$ cat src/rtl/calc_sequencer.sv
// Keypad-driven calculator controller: collects two 2-digit operands and an operator,
// launches the shared arithmetic unit via start/done, and holds the displayed value.
module calc_sequencer #(
  parameter int unsigned ALU_TIMEOUT = 64,
  parameter int unsigned TMR_W       = 7
) (
  input  logic        clk,
  input  logic        rst,
  input  logic        key_valid,
  input  logic [7:0]  key_code,
  output logic        alu_start,
  output logic [1:0]  alu_op,
  output logic [6:0]  alu_a,
  output logic [6:0]  alu_b,
  input  logic        alu_done,
  input  logic        alu_err,
  input  logic [13:0] alu_result,
  output logic [13:0] disp_value,
  output logic        disp_neg,
  output logic        disp_err,
  output logic        busy
);

  localparam int unsigned OPND_W = 7;
  localparam int unsigned RES_W  = 14;
  localparam int unsigned OP_W   = 2;
  localparam logic [TMR_W-1:0] TMR_LAST = TMR_W'(ALU_TIMEOUT - 1);

  typedef enum logic [2:0] {S_A, S_B, S_EXEC, S_SHOW, S_ERR} state_t;

  state_t            state;
  logic [1:0]        cnt;
  logic [OPND_W-1:0] a, b;
  logic [OP_W-1:0]   op;
  logic              neg;
  logic [TMR_W-1:0]  tmr;

  logic              is_digit_c, is_op_c, is_eq_c, is_clr_c, small_res_c;
  logic [OP_W-1:0]   key_op_c;
  logic [OPND_W-1:0] digit_c, acc_c;

  // Key decode and next operand value for a second digit
  always_comb begin
    is_digit_c  = key_valid && (key_code < 8'h0A);
    is_eq_c     = key_valid && (key_code == 8'h48);
    is_clr_c    = key_valid && (key_code == 8'h18);
    is_op_c     = 1'b0;
    key_op_c    = 2'b00;
    case (key_code)
      8'h82:   begin is_op_c = key_valid; key_op_c = 2'b00; end
      8'h84:   begin is_op_c = key_valid; key_op_c = 2'b01; end
      8'h88:   begin is_op_c = key_valid; key_op_c = 2'b10; end
      8'h28:   begin is_op_c = key_valid; key_op_c = 2'b11; end
      default: ;
    endcase
    digit_c     = OPND_W'(key_code[3:0]);
    acc_c       = ((state == S_B) ? b : a) * 7'd10 + digit_c;
    small_res_c = (disp_value <= 14'd99);
  end

  // Clear behaves exactly like reset and beats a simultaneous alu_done
  always_ff @(posedge clk) begin
    if (rst || is_clr_c) begin
      state      <= S_A;
      cnt        <= 2'd0;
      a          <= '0;
      b          <= '0;
      op         <= '0;
      neg        <= 1'b0;
      tmr        <= '0;
      alu_start  <= 1'b0;
      alu_op     <= '0;
      alu_a      <= '0;
      alu_b      <= '0;
      disp_value <= '0;
      disp_neg   <= 1'b0;
      disp_err   <= 1'b0;
      busy       <= 1'b0;
    end else begin
      alu_start <= 1'b0;
      case (state)
        S_A, S_B: begin
          if (is_digit_c) begin
            if (cnt == 2'd0) begin
              if (state == S_A) a <= digit_c; else b <= digit_c;
              disp_value <= RES_W'(digit_c);
              cnt        <= 2'd1;
            end else if (cnt == 2'd1) begin
              if (state == S_A) a <= acc_c; else b <= acc_c;
              disp_value <= RES_W'(acc_c);
              cnt        <= 2'd2;
            end
          end else if (is_op_c) begin
            if (state == S_A && cnt != 2'd0) begin
              op    <= key_op_c;
              b     <= '0;
              cnt   <= 2'd0;
              state <= S_B;
            end else if (state == S_B && cnt == 2'd0) begin
              op <= key_op_c;
            end
          end else if (is_eq_c && state == S_B && cnt != 2'd0) begin
            state     <= S_EXEC;
            busy      <= 1'b1;
            alu_start <= 1'b1;
            tmr       <= '0;
            alu_op    <= op;
            // Subtraction is always issued as big-minus-small; the sign is kept locally
            if (op == 2'b01 && a < b) begin
              alu_a <= b;
              alu_b <= a;
              neg   <= 1'b1;
            end else begin
              alu_a <= a;
              alu_b <= b;
              neg   <= 1'b0;
            end
          end
        end
        S_EXEC: begin
          if (alu_done) begin
            busy <= 1'b0;
            if (alu_err) begin
              state      <= S_ERR;
              disp_err   <= 1'b1;
              disp_value <= '0;
              disp_neg   <= 1'b0;
            end else begin
              state      <= S_SHOW;
              disp_value <= alu_result;
              disp_neg   <= neg;
            end
          end else if (tmr == TMR_LAST) begin
            state      <= S_ERR;
            busy       <= 1'b0;
            disp_err   <= 1'b1;
            disp_value <= '0;
            disp_neg   <= 1'b0;
          end else begin
            tmr <= tmr + 1'b1;
          end
        end
        S_SHOW: begin
          if (is_digit_c) begin
            a          <= digit_c;
            b          <= '0;
            cnt        <= 2'd1;
            disp_value <= RES_W'(digit_c);
            disp_neg   <= 1'b0;
            state      <= S_A;
          end else if (is_op_c && small_res_c && !neg) begin
            // Chain: the small non-negative result becomes operand A
            a     <= disp_value[OPND_W-1:0];
            b     <= '0;
            op    <= key_op_c;
            cnt   <= 2'd0;
            state <= S_B;
          end
        end
        S_ERR: ;
        default: state <= S_A;
      endcase
    end
  end

endmodule
$ cat config.mk
export PLATFORM = sky130hd
export DESIGN_NAME = calc_sequencer
export DESIGN_NICKNAME = d
export VERILOG_FILES = /design/src/rtl/calc_sequencer.sv
export SDC_FILE = /design/constraint.sdc
export NUM_CORES = 1
export LEC_CHECK = 0
export CAP_MARGIN = 40
export CORE_AREA = 2 2 77 94
export CTS_BUF_LIST = sky130_fd_sc_hd__clkbuf_4 sky130_fd_sc_hd__clkbuf_8
export DETAILED_ROUTE_END_ITERATION = 7
export DIE_AREA = 0 0 79 96
export PLACE_DENSITY = 0.8
export SLEW_MARGIN = 20
export SYNTH_ARGS = -nofsm -noshare
export SYNTH_HDL_FRONTEND = slang
export SYNTH_SLANG_ARGS = --single-unit
$ cat constraint.sdc
create_clock -name clk -period 3.9 [get_ports clk]
set_input_delay 0.78 -clock clk [delete_from_list [all_inputs] [get_ports clk]]
set_output_delay 0.78 -clock clk [all_outputs]
set_load 0.005 [all_outputs]
# After elaboration in Yosys (flattened, before gate mapping)
# Index checks and enable logic that the tools add are counted.
# Widths: inputs -> output; s select.
classes:
  mux: 77
  multipliers: 1
  n_reduce_logical: 34
  magnitude_cmp: 3
  n_bitwise: 4
  eq_ne: 35
  n_addsub: 2
ops:
  columns: ["cell", "n"]
  rows:
  - ["$mux 7", 24]
  - ["$mux 14", 7]
  - ["$pmux 14 s3", 1]
  - ["$pmux 7 s2", 3]
  - ["$mux 3", 9]
  - ["$ne 3x3->1 const B", 9]
  - ["$mux 2", 13]
  - ["$eq 8x8->1 const B", 3]
  - ["$reduce_and 6->1", 4]
  - ["$ne 2x2->1 const B", 11]
  - ["$reduce_and 5->1", 4]
  - ["$le 14x7->1 const B", 1]
  - ["$mux 1", 14]
  - ["$pmux 3 s4", 1]
  - ["$logic_and 1x1->1", 10]
  - ["$reduce_bool 2->1", 5]
  - ["$eq 8x5->1 const B", 1]
  - ["$eq 8x6->1 const B", 1]
  - ["$eq 8x7->1 const B", 1]
  - ["$lt 8x4->1 const B", 1]
  - ["$pmux 2 s2", 2]
  - ["$reduce_or 4->1", 2]
  - ["$add 7x1->7 const B", 1]
  - ["$add 7x4->7", 1]
  - ["other kinds (20)", 27]
word_totals:
  word_cells: 171
  register_bits: 63

# Depth between registers and ports, before layout
# Gate-level depths: netlist of run 1.
depth:
  depth_word: 9
  depth_mapped: 12
  ltp_nobuf: 12

# Worst setup path after synthesis of run 1
# OpenSTA, ideal clock, no wires.
synth_path:
  path_kind: "reg-to-reg"
  startpoint: "register state[2]"
  endpoint: "register a[6]"
  synth_period_minus_slack_ns: 3.100
  required_ns: 3.814
  path_stages_with_launch: 11
  t_arrival_ns: 3.014
  path_slack_ns: 0.800
  cell_sequence: "dfxtp_1 nor3b_4 mux2_2 ha_1 ha_1 inv_1 fa_1 nand3b_1 xnor3_1 or3_1 a211oi_1"
synth_via:
  elab_chain_len: 9
  word_cells_on_any_way: 18
synth_lines:
  columns: ["element", "line", "source"]
  rows:
  - ["start, declared", "31", "state_t state;"]
  - ["start signal, assigned", "64", "state <= S_A;"]
  - ["start signal, assigned", "98", "state <= S_B;"]
  - ["start signal, assigned", "103", "state <= S_EXEC;"]
  - ["$eq 3x1->1", "57, 81", null]
  - ["$mux 7", "57", "acc_c = ((state == S_B) ? b : a) * 7'd10 + digit_c;"]
  - ["$mul 7x3->6", "57", null]
  - ["$add 7x4->7", "57", null]
  - ["$mux 7", "89", "if (state == S_A) a <= acc_c; else b <= acc_c;"]
  - ["$mux 7", "88", "end else if (cnt == 2'd1) begin"]
  - ["$mux 7", "84", "if (cnt == 2'd0) begin"]
  - ["$mux 7", "83", "if (is_digit_c) begin"]
  - ["$pmux 7 s2", "81", "case (state)"]
  - ["end signal, assigned", "85", "if (state == S_A) a <= digit_c; else b <= digit_c;"]
  - ["end signal, assigned", "145", "a <= digit_c;"]
  - ["end signal, assigned", "153", "a <= disp_value[OPND_W-1:0];"]
  - ["end, declared", "33", "logic [OPND_W-1:0] a, b;"]
# Parallel ways exist; a longest one is shown, timed or not. The select of a mux whose other input is x is not followed.
# A chain may end at the register's enable or synchronous reset.

# Worst setup path after layout of run 1
layout_path:
  startpoint: "register state[0]"
  endpoint: "register a[6]"
# The elaborated chain is that of the path after synthesis.

==> impl_metrics.csv, run 1 <==
group,metric,value,unit
timing,finalClockSkew,7.299,ps
global_routing,antenna_found_initial,0,
placed_design,post_dp_cell_area,0.004240,mm²
synth,syn_nets,468,
worst_setup_path,start_kind,"flop",
synth,async_reset_ff_share,0,%
timing,hold_viol_final,0,
synth,synth_ff_type,"dfxtp_1",
hold_path,hold_class,"flop to flop",
routing,drt_iter0_markers,241,
clock_network,htreeDepth,3,
clock_network,clockRootBuffer,"clkbuf_8",
power_and_ir_drop,power_frac_clock,41.7,%
worst_setup_path,path_class,"flop to flop",
placed_design,place_congestion,1.091,
global_routing,grt_usage,28.11,%
layout,num-nets-final,527,
floorplan,rows,33,
routing,wire_per_inst,17.56,µm
synth,synth-seq-cells,63,
placed_design,dpl_worst_slack,250.2,ps
synth,syn_area,0.003555,mm²
clock_network,numClockSinks,63,
timing,tightest_slew,649.9,ps
routing,num_vias,3525,
clock_network,cts_resized,0,
timing,fin_crit,3625,ps
routing,avgViaCountPerCell,6.120,
layout,stdcell_count,576,
floorplan,fp.dieW,79,µm
timing,fin_crit_sh,92.95,%
layout,drive_above_1_share,9.202,%
clock_network,cts_tree,"built",
power_and_ir_drop,p_leak,1.776,nW
clock_network,clk_pin_slew_worst_paths,70,ps
placed_design,post-dp-hpwl,7528,µm
layout,fin_area,0.004442,mm²
routing,first_pass_iters,5,
layout,final_cell_mix,"dfxtp_1 (63), clkdlybuf4s50_1 (60), nor2_1 (43)",
global_routing,grt_pass1_wl,16340,µm
floorplan,fp.dieArea,0.007584,mm²
power_and_ir_drop,power_frac_comb,6.8,%
clock_network,numCtsBuffers,9,
synth,synthCells,425,
power_and_ir_drop,power_density,282.9,mW/mm²
floorplan,die_y,96,µm
clock_network,cts_hold_buf,0,
power_and_ir_drop,seq_power_share,51.5,%
timing,clock.fmax,275.9,MHz
outcome,status,"finished, final reports clean",
routing,routed_wirelength,10110,µm
synth,ys_warn_count,0,
floorplan,core_region_area,0.006689,mm²
timing,slew_viol_final,0,
placed_design,portBuffers,60,
global_routing,grt_overflow_total,0,
flow_run,maxCapViolCount,0,
clock_network,clockBufferDepth,2,
synth,synth-edff-count,0,
layout,antenna_cells,0,
synth,yosys-top-cells-area,"dfxtp_1 (35%), ha_1 (4.9%), a21oi_1 (4.6%), nor2_1 (4.5%), mux2i_1 (4.5%)",
layout,final_common_cell,"dfxtp_1",
layout,area_growth,24.96,%
synth,synth_top_area_share,35.48,%
placed_design,dp_cells,557,
routing,drc,0,
synth,synth_cell_type_count,62,
floorplan,num_io_pins,61,
floorplan,initial_utilization,53.14,%
power_and_ir_drop,p_int,0.9539,mW
timing,slew_headroom,56.51,%
worst_setup_path,critPathRequiredTime,4180,ps
power_and_ir_drop,p_switching,0.3027,mW
global_routing,grt_max_degree,27,
timing,rsz0062_at_grt,"false",
global_routing,grt_pass1_vias,3398,
timing,setup_viol,0,
timing,fin_setup_tns,0,ps
worst_setup_path,endpoint_kind,"flop",
worst_setup_path,cp.arrival,3910,ps
synth,avgSynthCellArea,8.364,µm²
clock_network,insertion_delay,360,ps
power_and_ir_drop,power.share.switching,24.09,%
power_and_ir_drop,vdd_ir_drop_max,234.0,µV
routing,final_antenna_net_count,0,
worst_setup_path,crit_path_max_fanout,12,
synth,ys_seq_area_share,35.48,%
timing,setup_ws,274.9,ps
synth,synth_top_area_cell,"dfxtp_1",
state kept, by name (all words and copies together), names as in the netlist:
signal,cells
tmr,7
cnt,2
state,3
busy,1
b,7
alu_a,7
alu_start,1
op,2
alu_b,7
disp_neg,1
alu_op,2
disp_value,14
neg,1
disp_err,1
a,7
area by class of cell:
class / instances / area, µm²
clock buffers: 12 / 158.9
clock inverters: 4 / 20.02
fillers: 601 / 2247
inverters: 18 / 67.56
multi-input cells: 318 / 2122
flip-flops and latches: 63 / 1261
well taps: 87 / 108.9
repair buffers: 74 / 703.2
power by group through the flow:
stage / clock network (mW) / registers, mW / logic [mW]
6_report: 0.524 / 0.647 / 0.0849
2_1_floorplan: 0 / 0.661 / 0.0353
3_5_place_dp: 0 / 0.662 / 0.0835
3_3_place_gp: 0 / 0.662 / 0.0823
5_1_grt: 0.558 / 0.647 / 0.0908
4_1_cts: 0.518 / 0.647 / 0.0836
synth_stat cells, types with 3 or more instances:
library cell	instances
a31oi_1	4
nand3_1	15
or3_1	4
mux2i_1	16
ha_1	14
nand2_1	28
nor2b_1	7
a211oi_1	10
a21o_1	7
buf_2	8
nor4_1	3
a311oi_1	3
xor2_1	4
nand3b_1	3
clkbuf_1	15
mux2_2	5
nor3_1	10
inv_1	18
o21a_1	3
nand4b_1	3
o21ai_0	31
and2_1	3
a21oi_1	33
a2111oi_0	3
a211o_1	3
nor2_1	43
a22oi_1	9
a31o_2	3
nand4_1	3
o31ai_1	6
xnor2_1	3
and3_1	5
dfxtp_1	63
layer usage:
layer | global-route usage (%) | wire length (µm) | up-vias
met5 | 0 | 0 | -
met4 | 13.51 | 369 | 0
met3 | 8.068 | 733 | 41
met2 | 50.64 | 5086 | 161
met1 | 30.19 | 3924 | 1637
li1 | - | - | 1686
worst max-delay path: stages, from the launching register on:
cell and delay (ps):
dfxtp_1 530, nor3b_4 400, buf_4 200, mux2_2 350, ha_1 200, ha_1 180, inv_1 90, fa_1 460
nand3b_1 210, xnor3_1 400, or3_1 340, a211oi_1 190
through the flow:
stage	total power, mW	utilization (%)	hold slack [ps]
CTS	1.249	66.07	448.5
global route	1.295	66.40	482.3
global placement	0.7440	63.32	438.4
finish	1.257	66.40	446.2
detailed placement	0.7452	63.39	436.7
floorplan	0.6964	-	419.2
cells by family (layout without fill, tap and decap cells):
group,after synthesis,count (layout),synth area share [%]
DFF,63,63,35.48
adders and majority gates,16,16,6.054
and+or+nand+nor,137,137,19.54
xor gates and xnor gates,8,8,2.358
AOI/OAI and AO/OA,136,136,25.48
buffers and inverters,44,108,4.998
muxes,21,21,6.089
path summary, 6_finish.rpt:
| path | startpoint | end | slack, ps | cells after the start |
|---|---|---|---|---|
| setup reg to reg | state[0]$_SDFFE_PP0P_ | a[6]$_SDFFE_PP0P_ | 270 | 11 |
| setup / recovery | state[0]$_SDFFE_PP0P_ | a[6]$_SDFFE_PP0P_ | 270 | 11 |
| hold reg to reg | tmr[6]$_SDFFE_PP0P_ | tmr[6]$_SDFFE_PP0P_ | 450 | 2 |
| hold / removal | tmr[6]$_SDFFE_PP0P_ | tmr[6]$_SDFFE_PP0P_ | 450 | 2 |
what timing repair did:
item	4_1_cts	5_1_grt
setup endpoints to repair	0	1
buffers inserted	0	2
endpoints found under the hold margin	0	0
Power figures use the tool's default switching activity.
==> run 2: changes to the inputs <==
--- a/config.mk
+++ b/config.mk
@@ -5,6 +5,7 @@
 export SDC_FILE = /design/constraint.sdc
 export NUM_CORES = 1
 export LEC_CHECK = 0
+export ABC_CLOCK_PERIOD_IN_PS = 3900
 export CAP_MARGIN = 40
 export CORE_AREA = 2 2 77 94
 export CTS_BUF_LIST = sky130_fd_sc_hd__clkbuf_4 sky130_fd_sc_hd__clkbuf_8
==> results of run 2 <==
The final DEF is identical to that of run 1; final timing and power are the same.
==> run 3: changes to the inputs <==
--- a/config.mk
+++ b/config.mk
@@ -7,11 +7,10 @@
 export LEC_CHECK = 0
 export ABC_CLOCK_PERIOD_IN_PS = 3900
 export CAP_MARGIN = 40
-export CORE_AREA = 2 2 77 94
+export CORE_AREA = 2 2 88 107
 export CTS_BUF_LIST = sky130_fd_sc_hd__clkbuf_4 sky130_fd_sc_hd__clkbuf_8
 export DETAILED_ROUTE_END_ITERATION = 7
-export DIE_AREA = 0 0 79 96
-export PLACE_DENSITY = 0.8
+export DIE_AREA = 0 0 90 109
 export SLEW_MARGIN = 20
 export SYNTH_ARGS = -nofsm -noshare
 export SYNTH_HDL_FRONTEND = slang
==> run 3 against run 2 <==
Utilization decreased by 15 points. Sequential power about the same. Non-clock buffer count increased by 1. Setup slack improved by 79 ps. Flip-flop and latch count unchanged. Largest power group unchanged. Clock power increased by 23%. Combinational power increased by 2.6%. Global-route usage decreased by 5.6 points. Cell area increased by 2.2%. Routed wire length increased by 4.5%. First-iteration DRC count decreased by 44%.
==> impl_metrics.csv, run 3 (synthesis results as in run 1) <==
group,metric,value,unit
power_and_ir_drop,totalPowerFinal,1.377,mW
timing,whs,457.3,ps
worst_setup_path,cpPeakStageDelay,540,ps
outcome,status,"finished, final reports clean",
worst_setup_path,crit_path_top_delay_cell,"dfxtp_1",
global_routing,antenna_found_initial,0,
global_routing,grt_pass1_wl,17260,µm
hold_path,hold_class,"flop to flop",
timing,fin_crit,3546,ps
placed_design,post-dp-hpwl,8031,µm
worst_setup_path,crit_start,"state[0]$_SDFFE_PP0P_",
timing,setup_ws,353.6,ps
layout,final_cell_mix,"dfxtp_1 (63), clkdlybuf4s50_1 (60), nor2_1 (43)",
worst_setup_path,cpMostUsedCell,"ha_1",
clock_network,clk_pin_slew_worst_paths,70,ps
hold_path,hp-start,"tmr[6]$_SDFFE_PP0P_",
routing,first_pass_iters,4,
layout,largest_reg_flops,14,
routing,final_antenna_net_count,0,
clock_network,htreeDepth,3,
routing,num_vias,3452,
worst_setup_path,crit_path_max_fanout,12,
clock_network,insertion_delay,350,ps
placed_design,dpl_worst_slack,383.9,ps
power_and_ir_drop,p_leak,1.793,nW
worst_setup_path,worstReg2RegEnd,"a[6]$_SDFFE_PP0P_",
floorplan,num_io_pins,61,
global_routing,grt_usage,22.49,%
timing,finalClockSkew,9.274,ps
timing,rsz0062_at_grt,"false",
timing,slew_viol_final,0,
routing,wire_per_inst,17.32,µm
layout,largest-register,"disp_value",
routing,top_layer_used,"met4",
layout,num-nets-final,528,
routing,drc,0,
routing,wl_met3,490,µm
floorplan,initial_utilization,40.20,%
clock_network,numClockSinks,63,
timing,tightest_slew,678.4,ps
placed_design,portBuffers,60,
hold_path,hold_depth,2,
timing,fin_setup_tns,0,ps
layout,final_common_cell,"dfxtp_1",
flow_run,maxCapViolCount,0,
worst_setup_path,crit_chain,"nor3b_4 -> mux2_2 -> ha_1 -> ha_1 -> inv_1 -> fa_1 -> nand3b_1 -> xnor3_1 -> or3_1 -> a211oi_1",
clock_network,clockRootBuffer,"clkbuf_8",
routing,met2_wirelength,5317,µm
clock_network,clockBufferDepth,2,
clock_network,numCtsBuffers,9,
worst_setup_path,cp.arrival,3810,ps
routing,avgViaCountPerCell,5.659,
placed_design,place_congestion,0.8885,
hold_path,hold_end,"tmr[6]$_SDFFE_PP0P_",
routing,drt_iter0_markers,134,
floorplan,rows,38,
timing,hold_viol_final,0,
power_and_ir_drop,power_density,303.4,mW/mm²
layout,antenna_cells,0,
timing,setup_viol,0,
timing,clock.fmax,282.0,MHz
routing,routed_wirelength,10570,µm
layout,post-route-util,51.32,%
clock_network,postCtsSetupBuffers,0,
worst_setup_path,ff2ff_path_depth,10,
worst_setup_path,critPathRequiredTime,4170,ps
worst_setup_path,endpoint_kind,"flop",
global_routing,grt_max_degree,28,
worst_setup_path,start_kind,"flop",
global_routing,grt_overflow_total,0,
clock_network,cts_resized,0,
clock_network,cts_tree,"built",
worst_setup_path,crit_buf_inv,1,
layout,fillers,884,
worst_setup_path,crit_family,"simple AND/OR/NAND/NOR gates",
floorplan,core_region_area,0.008843,mm²
floorplan,fp.dieW,90,µm
global_routing,grt_pass1_vias,3321,
worst_setup_path,r2r_slack,350,ps
worst_setup_path,path_class,"flop to flop",
layout,area_growth,27.67,%
floorplan,fp.dieArea,0.009810,mm²
worst_setup_path,r2r_start,"state[0]$_SDFFE_PP0P_",
layout,drive_above_1_share,9.388,%
floorplan,die_y,109,µm
clock_network,cts_hold_buf,0,
routing,wl_met1,4492,µm
timing,slew_headroom,54.47,%
power_and_ir_drop,vdd_ir_drop_max,149.6,µV
timing,fin_crit_sh,90.93,%
run 3: cell count changes in the layout (fill, tap and decap cells not counted), sizes merged:
cell      previous run  this run
buf                 14        15
bufinv               0         2
clkbuf              12        11
clkinv               4         2
clkinvlp             0         1
run 3: worst max path at each step:
stage                   endpoint  slack (ps)  depth (start not counted)
2_1_floorplan  a[6]$_SDFFE_PP0P_         800                         10
3_3_place_gp   a[6]$_SDFFE_PP0P_         490                         10
3_5_place_dp   a[6]$_SDFFE_PP0P_         380                         10
4_1_cts        a[6]$_SDFFE_PP0P_         380                         10
5_1_grt        a[6]$_SDFFE_PP0P_          70                         10
6_report       a[6]$_SDFFE_PP0P_         350                         10
run 3: routing by layer:
layer,global-route usage (%),vias to the layer above
met3,4.561,17
met5,0,-
met1,26.53,1643
met4,9.231,0
met2,40.17,100
li1,-,1692
run 3: power by group:
| group | total [mW] | switching [mW] | internal, mW |
|---|---|---|---|
| logic | 0.0871 | 0.0450 | 0.0421 |
| clock network | 0.643 | 0.258 | 0.384 |
| registers | 0.647 | 0.00240 | 0.645 |
| total | 1.38 | 0.306 | 1.07 |
run 3: area by class of cell:
| type | instances | area [µm²] | area share [%] |
|---|---|---|---|
| Clock buffer | 11 | 145.1 | 3.198 |
| Clock inverter | 5 | 81.33 | 1.792 |
| Inverter | 18 | 67.56 | 1.489 |
| Multi-Input combinational cell | 318 | 2122 | 46.76 |
| Sequential cell | 63 | 1261 | 27.79 |
| Tap cell | 120 | 150.1 | 3.309 |
| Timing Repair Buffer | 75 | 710.7 | 15.66 |
run 3: per-stage QoR:
stage	instances	area (µm²)
6_report	610	4538
5_1_grt	610	4538
4_1_cts	610	4538
3_5_place_dp	594	4312
3_3_place_gp	593	4307
2_1_floorplan	425	3555
run 3: worst register-to-register path, delay by kind of cell, from the launching register on:
| family | cells | cell delay (ps) |
|---|---|---|
| AO/OA/AOI/OAI | 1 | 190 |
| XOR/XNOR | 1 | 390 |
| adder cells (fa/ha/maj) | 3 | 950 |
| buffers and inverters | 1 | 60 |
| flip-flops | 1 | 540 |
| multiplexers | 1 | 400 |
| AND/OR/NAND/NOR | 3 | 940 |
